[src/rtl/exec_pkg.sv]
// Shared definitions for the execute stage: operation codes, FSM encoding and
// datapath width, plus small opcode classification helpers.
package exec_pkg;

    localparam int WIDTH = 32;

    localparam logic [4:0] OP_ADD   = 5'd0;
    localparam logic [4:0] OP_SUB   = 5'd1;
    localparam logic [4:0] OP_AND   = 5'd2;
    localparam logic [4:0] OP_OR    = 5'd3;
    localparam logic [4:0] OP_XOR   = 5'd4;
    localparam logic [4:0] OP_NOR   = 5'd5;
    localparam logic [4:0] OP_SLT   = 5'd6;
    localparam logic [4:0] OP_SLTU  = 5'd7;
    localparam logic [4:0] OP_SLL   = 5'd8;
    localparam logic [4:0] OP_SRL   = 5'd9;
    localparam logic [4:0] OP_SRA   = 5'd10;
    localparam logic [4:0] OP_MULT  = 5'd11;
    localparam logic [4:0] OP_MULTU = 5'd12;
    localparam logic [4:0] OP_DIV   = 5'd13;
    localparam logic [4:0] OP_DIVU  = 5'd14;
    localparam logic [4:0] OP_MFHI  = 5'd15;
    localparam logic [4:0] OP_MFLO  = 5'd16;

    typedef enum logic [1:0] {
        S_IDLE = 2'd0,
        S_MUL  = 2'd1,
        S_DIV  = 2'd2,
        S_FIN  = 2'd3
    } state_t;

    function automatic logic is_mul_op(input logic [4:0] op);
        return (op == OP_MULT) || (op == OP_MULTU);
    endfunction

    function automatic logic is_div_op(input logic [4:0] op);
        return (op == OP_DIV) || (op == OP_DIVU);
    endfunction

    function automatic logic is_signed_op(input logic [4:0] op);
        return (op == OP_MULT) || (op == OP_DIV);
    endfunction

endpackage

[src/rtl/execute_unit_muldiv_iter.sv]
// Iterative unsigned engine: shift-add multiply and restoring divide, one
// step per clock for ITER clocks after start.
module muldiv_iter #(
    parameter int WIDTH = 32,
    parameter int ITER  = 32
) (
    input  logic             clock,
    input  logic             reset,
    input  logic             start,
    input  logic             op,
    input  logic [WIDTH-1:0] a,
    input  logic [WIDTH-1:0] b,
    output logic             busy,
    output logic             done,
    output logic [WIDTH-1:0] hi,
    output logic [WIDTH-1:0] lo
);
    localparam int CW = (ITER > 1) ? $clog2(ITER) : 1;

    logic [CW-1:0]    count;
    logic             is_div;
    logic [WIDTH-1:0] operand;
    logic [WIDTH:0]   mul_sum;
    logic [WIDTH:0]   div_shift;
    logic [WIDTH:0]   div_diff;

    // done flags the edge that performs the last iteration
    assign done = busy && (count == CW'(ITER - 1));

    // Step arithmetic: hi holds partial product / remainder, lo the multiplier / quotient
    always_comb begin
        mul_sum   = {1'b0, hi} + (lo[0] ? {1'b0, operand} : {(WIDTH + 1){1'b0}});
        div_shift = {hi, lo[WIDTH-1]};
        div_diff  = div_shift - {1'b0, operand};
    end

    // Operand load and one iteration per clock while busy
    always_ff @(posedge clock or posedge reset) begin
        if (reset) begin
            busy    <= 1'b0;
            count   <= {CW{1'b0}};
            is_div  <= 1'b0;
            operand <= {WIDTH{1'b0}};
            hi      <= {WIDTH{1'b0}};
            lo      <= {WIDTH{1'b0}};
        end else if (start) begin
            busy    <= 1'b1;
            count   <= {CW{1'b0}};
            is_div  <= op;
            operand <= b;
            hi      <= {WIDTH{1'b0}};
            lo      <= a;
        end else if (busy) begin
            count <= count + 1'b1;
            busy  <= !done;
            if (is_div) begin
                if (!div_diff[WIDTH]) begin
                    hi <= div_diff[WIDTH-1:0];
                    lo <= {lo[WIDTH-2:0], 1'b1};
                end else begin
                    hi <= div_shift[WIDTH-1:0];
                    lo <= {lo[WIDTH-2:0], 1'b0};
                end
            end else begin
                hi <= mul_sum[WIDTH:1];
                lo <= {mul_sum[0], lo[WIDTH-1:1]};
            end
        end
    end

endmodule

[src/rtl/execute_unit.sv]
// MIPS execute stage: single-cycle ALU, HI/LO registers and a busy/done
// handshake around the iterative multiply/divide engine.
module execute_unit #(
    parameter int WIDTH = exec_pkg::WIDTH,
    parameter int ITER  = 32
) (
    input  logic             clock,
    input  logic             reset,
    input  logic [2:0]       stage,
    input  logic [4:0]       aluop,
    input  logic [WIDTH-1:0] operandA,
    input  logic [WIDTH-1:0] operandB,
    output logic [WIDTH-1:0] aluresult,
    output logic [7:0]       memaddress,
    output logic             zero,
    output logic [WIDTH-1:0] hi,
    output logic [WIDTH-1:0] lo,
    output logic             busy,
    output logic             done
);
    import exec_pkg::*;

    localparam logic [2:0] EXEC_STAGE = 3'd2;

    state_t             state;
    state_t             state_next;
    logic               armed;
    logic               start;
    logic               op_mul;
    logic               op_div;
    logic               div_zero;
    logic               md_start;
    logic               md_busy;
    logic               md_done;
    logic [WIDTH-1:0]   md_hi;
    logic [WIDTH-1:0]   md_lo;
    logic               a_neg;
    logic               b_neg;
    logic [WIDTH-1:0]   mag_a;
    logic [WIDTH-1:0]   mag_b;
    logic               neg_quot;
    logic               neg_rem;
    logic               div_op;
    logic [4:0]         shamt;
    logic [WIDTH-1:0]   alu_value;
    logic [2*WIDTH-1:0] product;
    logic [WIDTH-1:0]   quotient;
    logic [WIDTH-1:0]   remainder;
    logic [WIDTH-1:0]   aluresult_next;
    logic               zero_next;
    logic [WIDTH-1:0]   hi_next;
    logic [WIDTH-1:0]   lo_next;
    logic               busy_next;
    logic               done_next;

    assign start      = (stage == EXEC_STAGE) && (state == S_IDLE) && armed;
    assign op_mul     = is_mul_op(aluop);
    assign op_div     = is_div_op(aluop);
    assign div_zero   = op_div && (operandB == {WIDTH{1'b0}});
    assign md_start   = start && (op_mul || (op_div && !div_zero));
    assign a_neg      = is_signed_op(aluop) && operandA[WIDTH-1];
    assign b_neg      = is_signed_op(aluop) && operandB[WIDTH-1];
    assign mag_a      = a_neg ? -operandA : operandA;
    assign mag_b      = b_neg ? -operandB : operandB;
    assign memaddress = aluresult[7:0];

    muldiv_iter #(
        .WIDTH (WIDTH),
        .ITER  (ITER)
    ) u_muldiv (
        .clock (clock),
        .reset (reset),
        .start (md_start),
        .op    (op_div),
        .a     (mag_a),
        .b     (mag_b),
        .busy  (md_busy),
        .done  (md_done),
        .hi    (md_hi),
        .lo    (md_lo)
    );

    // One start per visit to stage 2: re-armed only by an edge outside stage 2
    always_ff @(posedge clock or posedge reset) begin
        if (reset) begin
            armed <= 1'b1;
        end else if (start) begin
            armed <= 1'b0;
        end else if (stage != EXEC_STAGE) begin
            armed <= 1'b1;
        end
    end

    // Sign fix-up information is captured with the operands at start
    always_ff @(posedge clock or posedge reset) begin
        if (reset) begin
            neg_quot <= 1'b0;
            neg_rem  <= 1'b0;
            div_op   <= 1'b0;
        end else if (md_start) begin
            neg_quot <= a_neg ^ b_neg;
            neg_rem  <= a_neg;
            div_op   <= op_div;
        end
    end

    // Single-cycle ALU function on the live operands
    always_comb begin
        shamt = operandB[4:0];
        case (aluop)
            OP_ADD:  alu_value = operandA + operandB;
            OP_SUB:  alu_value = operandA - operandB;
            OP_AND:  alu_value = operandA & operandB;
            OP_OR:   alu_value = operandA | operandB;
            OP_XOR:  alu_value = operandA ^ operandB;
            OP_NOR:  alu_value = ~(operandA | operandB);
            OP_SLT:  alu_value = {{(WIDTH-1){1'b0}}, $signed(operandA) < $signed(operandB)};
            OP_SLTU: alu_value = {{(WIDTH-1){1'b0}}, operandA < operandB};
            OP_SLL:  alu_value = operandA << shamt;
            OP_SRL:  alu_value = operandA >> shamt;
            OP_SRA:  alu_value = $unsigned($signed(operandA) >>> shamt);
            OP_MFHI: alu_value = hi;
            OP_MFLO: alu_value = lo;
            default: alu_value = {WIDTH{1'b0}};
        endcase
    end

    // FSM state register
    always_ff @(posedge clock or posedge reset) begin
        if (reset) begin
            state <= S_IDLE;
        end else begin
            state <= state_next;
        end
    end

    // FSM next-state logic
    always_comb begin
        state_next = state;
        case (state)
            S_IDLE: begin
                if (md_start && op_mul) begin
                    state_next = S_MUL;
                end else if (md_start) begin
                    state_next = S_DIV;
                end else begin
                    state_next = S_IDLE;
                end
            end
            S_MUL, S_DIV: begin
                if (md_done) begin
                    state_next = S_FIN;
                end else begin
                    state_next = state;
                end
            end
            S_FIN:   state_next = S_IDLE;
            default: state_next = S_IDLE;
        endcase
    end

    // FSM output logic: next values of the registered outputs
    always_comb begin
        aluresult_next = aluresult;
        zero_next      = zero;
        hi_next        = hi;
        lo_next        = lo;
        busy_next      = busy;
        done_next      = 1'b0;
        product        = neg_quot ? -{md_hi, md_lo} : {md_hi, md_lo};
        quotient       = neg_quot ? -md_lo : md_lo;
        remainder      = neg_rem ? -md_hi : md_hi;
        case (state)
            S_IDLE: begin
                if (!start) begin
                    busy_next = 1'b0;
                end else if (md_start) begin
                    busy_next = 1'b1;
                end else if (div_zero) begin
                    hi_next   = operandA;
                    lo_next   = {WIDTH{1'b1}};
                    done_next = 1'b1;
                end else begin
                    aluresult_next = alu_value;
                    zero_next      = (alu_value == {WIDTH{1'b0}});
                    done_next      = 1'b1;
                end
            end
            S_MUL, S_DIV: busy_next = 1'b1;
            S_FIN: begin
                busy_next = 1'b0;
                done_next = 1'b1;
                if (div_op) begin
                    hi_next = remainder;
                    lo_next = quotient;
                end else begin
                    hi_next = product[2*WIDTH-1:WIDTH];
                    lo_next = product[WIDTH-1:0];
                end
            end
            default: busy_next = 1'b0;
        endcase
    end

    // Registered outputs
    always_ff @(posedge clock or posedge reset) begin
        if (reset) begin
            aluresult <= {WIDTH{1'b0}};
            zero      <= 1'b1;
            hi        <= {WIDTH{1'b0}};
            lo        <= {WIDTH{1'b0}};
            busy      <= 1'b0;
            done      <= 1'b0;
        end else begin
            aluresult <= aluresult_next;
            zero      <= zero_next;
            hi        <= hi_next;
            lo        <= lo_next;
            busy      <= busy_next;
            done      <= done_next;
        end
    end

endmodule

[config.mk]
export PLATFORM = sky130hd
export DESIGN_NAME = execute_unit
export DESIGN_NICKNAME = d
export VERILOG_FILES = /design/src/rtl/exec_pkg.sv /design/src/rtl/execute_unit_muldiv_iter.sv /design/src/rtl/execute_unit.sv
export SDC_FILE = /design/constraint.sdc
export NUM_CORES = 1
export LEC_CHECK = 0
export ABC_AREA = 1
export CORE_ASPECT_RATIO = 2
export CORE_MARGIN = 3
export CORE_UTILIZATION = 55
export CTS_CLUSTER_SIZE = 20
export DETAILED_ROUTE_END_ITERATION = 6
export PLACE_DENSITY = 0.85
export SLEW_MARGIN = 25
export SYNTH_ARGS = -nofsm -noshare
export SYNTH_HDL_FRONTEND = slang
export SYNTH_SLANG_ARGS = --single-unit
export TNS_END_PERCENT = 20
[constraint.sdc]
create_clock -name clock -period 7.1 [get_ports clock]
set_clock_uncertainty 0.15 [all_clocks]
set_input_delay 1.775 -clock clock [delete_from_list [all_inputs] [get_ports clock]]
set_output_delay 1.775 -clock clock [all_outputs]
set_load 0.01 [all_outputs]
==> results of run 1 <==
==> synthesized netlist by cell type, types with 11 or more instances <==
library cell	instances	area share, %
nor3_1	77	1.4
xnor2_1	12	0.37
a21oi_1	263	4.7
inv_2	17	0.23
dfrtp_1	205	18
or2_2	14	0.31
a31oi_1	18	0.40
nand3b_1	11	0.29
ha_1	180	8.0
o22ai_1	27	0.60
inv_1	531	7.1
nand2_1	1488	20
nand4_1	68	1.5
o211ai_1	57	1.5
buf_2	64	1.1
o21bai_1	25	0.67
xor2_1	101	3.1
clkbuf_1	89	1.2
nor2_2	15	0.33
nand3_1	585	10
o21ai_1	31	0.55
buf_1	23	0.31
o21ai_0	307	5.5
buf_4	23	0.61
nor4_1	16	0.36
nor2_1	496	6.6
==> kinds of logic after synthesis <==
| logic type | count (synthesis) | share of synthesized area, % |
|---|---|---|
| adder cells (fa/ha/maj) | 184 | 8.297 |
| AO/OA/AOI/OAI | 799 | 16.18 |
| XOR/XNOR | 113 | 3.521 |
| flip-flops | 207 | 18.44 |
| buffers and inverters | 763 | 11.07 |
| AND/OR/NAND/NOR | 2813 | 42.50 |
==> stage by stage <==
stage	utilization (%)	instance area (µm²)	std cells	setup WS (ns)
2_1_floorplan	-	28110	4879	2.490
3_3_place_gp	60.05	30240	5567	0.7090
3_5_place_dp	60.06	30250	5567	1.103
4_1_cts	61.66	31050	5607	1.658
==> per-layer routing <==
metal	GRT usage [%]	overflow
met3	50.76	11
met5	16.12	0
met2	92.15	320
met4	79.84	254
met1	68.18	4
==> impl_metrics.py, run 1 <==
metrics = {
    "run_status": {
        "status": "stopped before the end",
        "lastStage": "global routing",
        "error": "[ERROR GRT-0116] Global routing finished with congestion. Check the congestion regions in the DRC Viewer.",
    },
    "yosys": {
        "avgSynthCellArea_um2": 5.762,
        "yosysSeqAreaShare_pct": 18.44,
        "synth_edf_count": 0,
        "yosys.cell_types.count": 70,
        "yosys_warnings": 0,
        "synth-async-reset-ratio_pct": 100.0,
        "ys_seq_elements": 207,
        "ys.flop_type": "dfrtp_1",
        "synth_cells": 4879,
        "synth_area_um2": 28110,
        "synth_nets": 5137,
    },
    "place": {
        "place_hpwl_mm": 130.0,
        "gp_congestion": 1.321,
        "port_buffers": 180,
    },
    "global_routing": {
        "grt_pass1_wl_mm": 299.9,
        "grt_max_degree": 135,
        "first_global_vias": 40760,
        "track_usage_pct": 71.54,
        "grt_overflow": 589,
    },
    "die": {
        "rows": 116,
        "die_h_um": 325.7,
        "initial_core_util_pct": 55.82,
        "die_width_um": 165.9,
        "io_pins": 181,
    },
    "clocking": {
        "cts_buffer_depth": 3,
        "cts-root-buf": "clkbuf_16",
        "cts_resized": 0,
        "numCtsBuffers": 22,
        "htreeDepth": 1,
        "numClockSinks": 207,
        "ctsHoldBuffers": 0,
        "post_cts_buffers": 0,
    },
}
==> run 2: changes to the inputs <==
--- a/config.mk
+++ b/config.mk
@@ -6,12 +6,10 @@
 export NUM_CORES = 1
 export LEC_CHECK = 0
 export ABC_AREA = 1
-export CORE_ASPECT_RATIO = 2
 export CORE_MARGIN = 3
-export CORE_UTILIZATION = 55
-export CTS_CLUSTER_SIZE = 20
+export CORE_UTILIZATION = 40
 export DETAILED_ROUTE_END_ITERATION = 6
-export PLACE_DENSITY = 0.85
+export PLACE_DENSITY_LB_ADDON = 0.15
 export SLEW_MARGIN = 25
 export SYNTH_ARGS = -nofsm -noshare
 export SYNTH_HDL_FRONTEND = slang
==> constraint.sdc (replaced) <==
create_clock -name clock -period 9.25 [get_ports clock]
set_clock_uncertainty 0.15 [all_clocks]
set_input_delay 2.3125 -clock clock [delete_from_list [all_inputs] [get_ports clock]]
set_output_delay 2.3125 -clock clock [all_outputs]
set_load 0.01 [all_outputs]
==> impl_metrics.py, run 2 <==
metrics = {
    "clocking": {
        "numCtsBuffers": 27,
        "ctsHoldBuffers": 0,
        "cts.clk_slew.worst_paths_ns": 0.06,
        "clkLatencyLatePin_ns": 0.61,
        "cts_tree": "done",
        "post_cts_buffers": 0,
        "htreeDepth": 1,
        "cts_resized": 0,
        "cts_buffer_depth": 3,
        "numClockSinks": 207,
        "cts-root-buf": "clkbuf_16",
    },
    "setup_path": {
        "worst-endpoint-required_ns": 9.57,
        "cp-end-kind": "flip-flop",
        "reg2reg_depth": 18,
        "reg2reg_slack_ns": 4.37,
        "worst_r2r_endpoint": "u_muldiv.hi[17]$_DFFE_PP0P_",
        "worstSetupPathType": "input port to flip-flop",
        "rr_startpoint": "u_muldiv.lo[31]$_DFFE_PP0P_",
        "start_kind": "input port",
        "crit_fanout": 75,
        "worstPathArrival_ns": 6.87,
    },
    "place": {
        "port_buffers": 180,
        "gp_congestion": 1.092,
        "place_hpwl_mm": 128.7,
    },
    "pwr": {
        "p_per_area_nw_per_um2": 256.5,
        "power_leakage_nw": 15.63,
        "worst_ir_drop_vdd_mv": 0.1898,
    },
    "die": {
        "rows": 96,
        "die_width_um": 271.1,
        "io_pins": 181,
        "die_h_um": 271.1,
        "core_area_um2": 69070,
        "initial_core_util_pct": 40.70,
        "dieArea_um2": 73490,
    },
    "timing": {
        "period_minus_slack_ns": 6.549,
        "tightest_slew_ns": 1.065,
        "slew_headroom_pct": 28.99,
        "rsz0062_at_grt": "false",
        "setup_viol": 0,
        "final_max_slew_viol_count": 0,
        "final.setup.tns_ns": 0,
        "fin_crit_sh_pct": 70.80,
        "max_freq_mhz": 152.7,
        "finalHoldViolCount": 0,
        "holdWs_ns": 0.3273,
    },
    "run_status": {
        "status": "finished, violations left",
        "violations": "design-rule violations",
    },
    "yosys": {
        "ys.flop_type": "dfrtp_1",
        "synth_edf_count": 0,
        "yosysSeqAreaShare_pct": 18.44,
        "ys_seq_elements": 207,
        "synth_area_um2": 28110,
        "synth_top_area_share_pct": 19.87,
        "netlist_top_cells_area": "nand2_1 20%, dfrtp_1 18%, nand3_1 10%",
        "yosys_warnings": 0,
        "synth_top_cell_by_area": "nand2_1",
        "synth_cells": 4879,
        "synth_nets": 5137,
        "synth-async-reset-ratio_pct": 100.0,
        "yosys.cell_types.count": 70,
        "synth_common_cells": "1,488 x nand2_1, 585 x nand3_1, 531 x inv_1",
        "avgSynthCellArea_um2": 5.762,
        "synth.most_common_cell": "nand2_1",
    },
    "global_routing": {
        "first_global_vias": 31620,
        "track_usage_pct": 41.38,
        "grt_max_degree": 156,
        "grt_pass1_wl_mm": 224.1,
        "grt_overflow": 0,
        "antenna_found_initial": 5,
    },
    "min_path": {
        "holdPathStages": 2,
        "min_to": "aluresult[20]$_DFFE_PP0P_",
        "worstHoldPathType": "flip-flop to flip-flop",
        "min_from": "aluresult[20]$_DFFE_PP0P_",
    },
    "route": {
        "viasPerCell": 5.993,
        "drt_iter0_drc": 5478,
        "dr.pass1.iters": 7,
        "antenna_left": 0,
        "wl_mm": 159.4,
        "via_count": 35330,
        "routedWlPerCell_um": 27.04,
        "drc": 10,
    },
    "layout": {
        "final_common_cell": "nand2_1",
        "drive_gt1_share_pct": 4.354,
        "nNetsFinal": 5198,
        "area_growth_pct": 12.11,
        "layout_common_cells": "1,486 x nand2_1, 585 x nand3_1, 528 x inv_1",
    },
    "run": {
        "drv_cap": 0,
    },
}
run 2: cell counts after synthesis:
No cell type changed its count.
run 2: logic make-up after synthesis:
group,share of synthesized area [%]
AO/OA/AOI/OAI,16.18
XOR/XNOR,3.521
adder cells (fa/ha/maj),8.297
buffers and inverters,11.07
flip-flops,18.44
AND/OR/NAND/NOR,42.50
run 2: per-layer routing:
layer	GRT usage [%]	wire length, µm	vias to the layer above
met1	58.14	67230	16430
met2	57.10	62050	2420
met4	17.20	7990	12
li1	-	-	16110
met5	1.118	269	-
met3	14.02	21890	356
run 2: final cells by class:
cell class,instances,area (µm²)
Sequential cell,207,5185
Clock inverter,15,200.2
Timing Repair Buffer,241,2257
Clock buffer,35,765.7
Multi-Input combinational cell,3909,19840
Inverter,554,2100
Tap cell,931,1165
Fill cell,7693,37550
Antenna cell,3,7.507
run 2: power by group:
| group | total (W) | leakage (nW) | switching [W] | internal [W] |
|---|---|---|---|---|
| clock | 0.00117 | 0.481 | 0.000474 | 0.000697 |
| sequential | 0.00188 | 2.51 | 0.000615 | 0.00126 |
| combinational | 0.00504 | 12.6 | 0.00341 | 0.00163 |
| total | 0.00808 | 15.6 | 0.00450 | 0.00359 |
run 2: worst max-delay path by stage:
stage | start | to | slack (ns)
after floorplan | reset | aluresult[0]$_DFFE_PP0P_ | 1.14
after global placement | operandB[1] | u_muldiv.lo[13]$_DFFE_PP0P_ | 2.29
after detailed placement | operandB[1] | u_muldiv.lo[15]$_DFFE_PP0P_ | 2.26
after CTS | operandB[1] | u_muldiv.lo[15]$_DFFE_PP0P_ | 2.88
after global routing | operandB[1] | u_muldiv.lo[13]$_DFFE_PP0P_ | 2.56
final | operandB[1] | u_muldiv.lo[15]$_DFFE_PP0P_ | 2.70
run 2: per-stage QoR:
step | utilization, % | total power [W] | setup WS [ns] | instances | cell area, µm²
floorplan | - | 0.004652 | 1.138 | 4879 | 28110
global placement | 44.22 | 0.006712 | 2.286 | 5842 | 30540
detailed placement | 44.22 | 0.006703 | 2.256 | 5842 | 30540
CTS | 45.62 | 0.007883 | 2.876 | 5892 | 31510
global route | 45.62 | 0.008532 | 2.558 | 5892 | 31510
finish | 45.63 | 0.008085 | 2.701 | 5895 | 31520
run 2: worst max-delay path, stage by stage:
cell and delay [ns]:
buf_2 0.11, clkinv_1 0.04, buf_4 0.51, ha_1 0.35
nand3_1 0.16, nor2_2 0.27, nand2_1 0.12, o21ai_1 0.18
nand2_1 0.10, nand2_2 0.06, buf_4 0.64, inv_6 0.34
nor2_8 0.82, inv_2 0.35, o22ai_1 0.26, a21oi_1 0.06
Power figures use the tool's default switching activity.
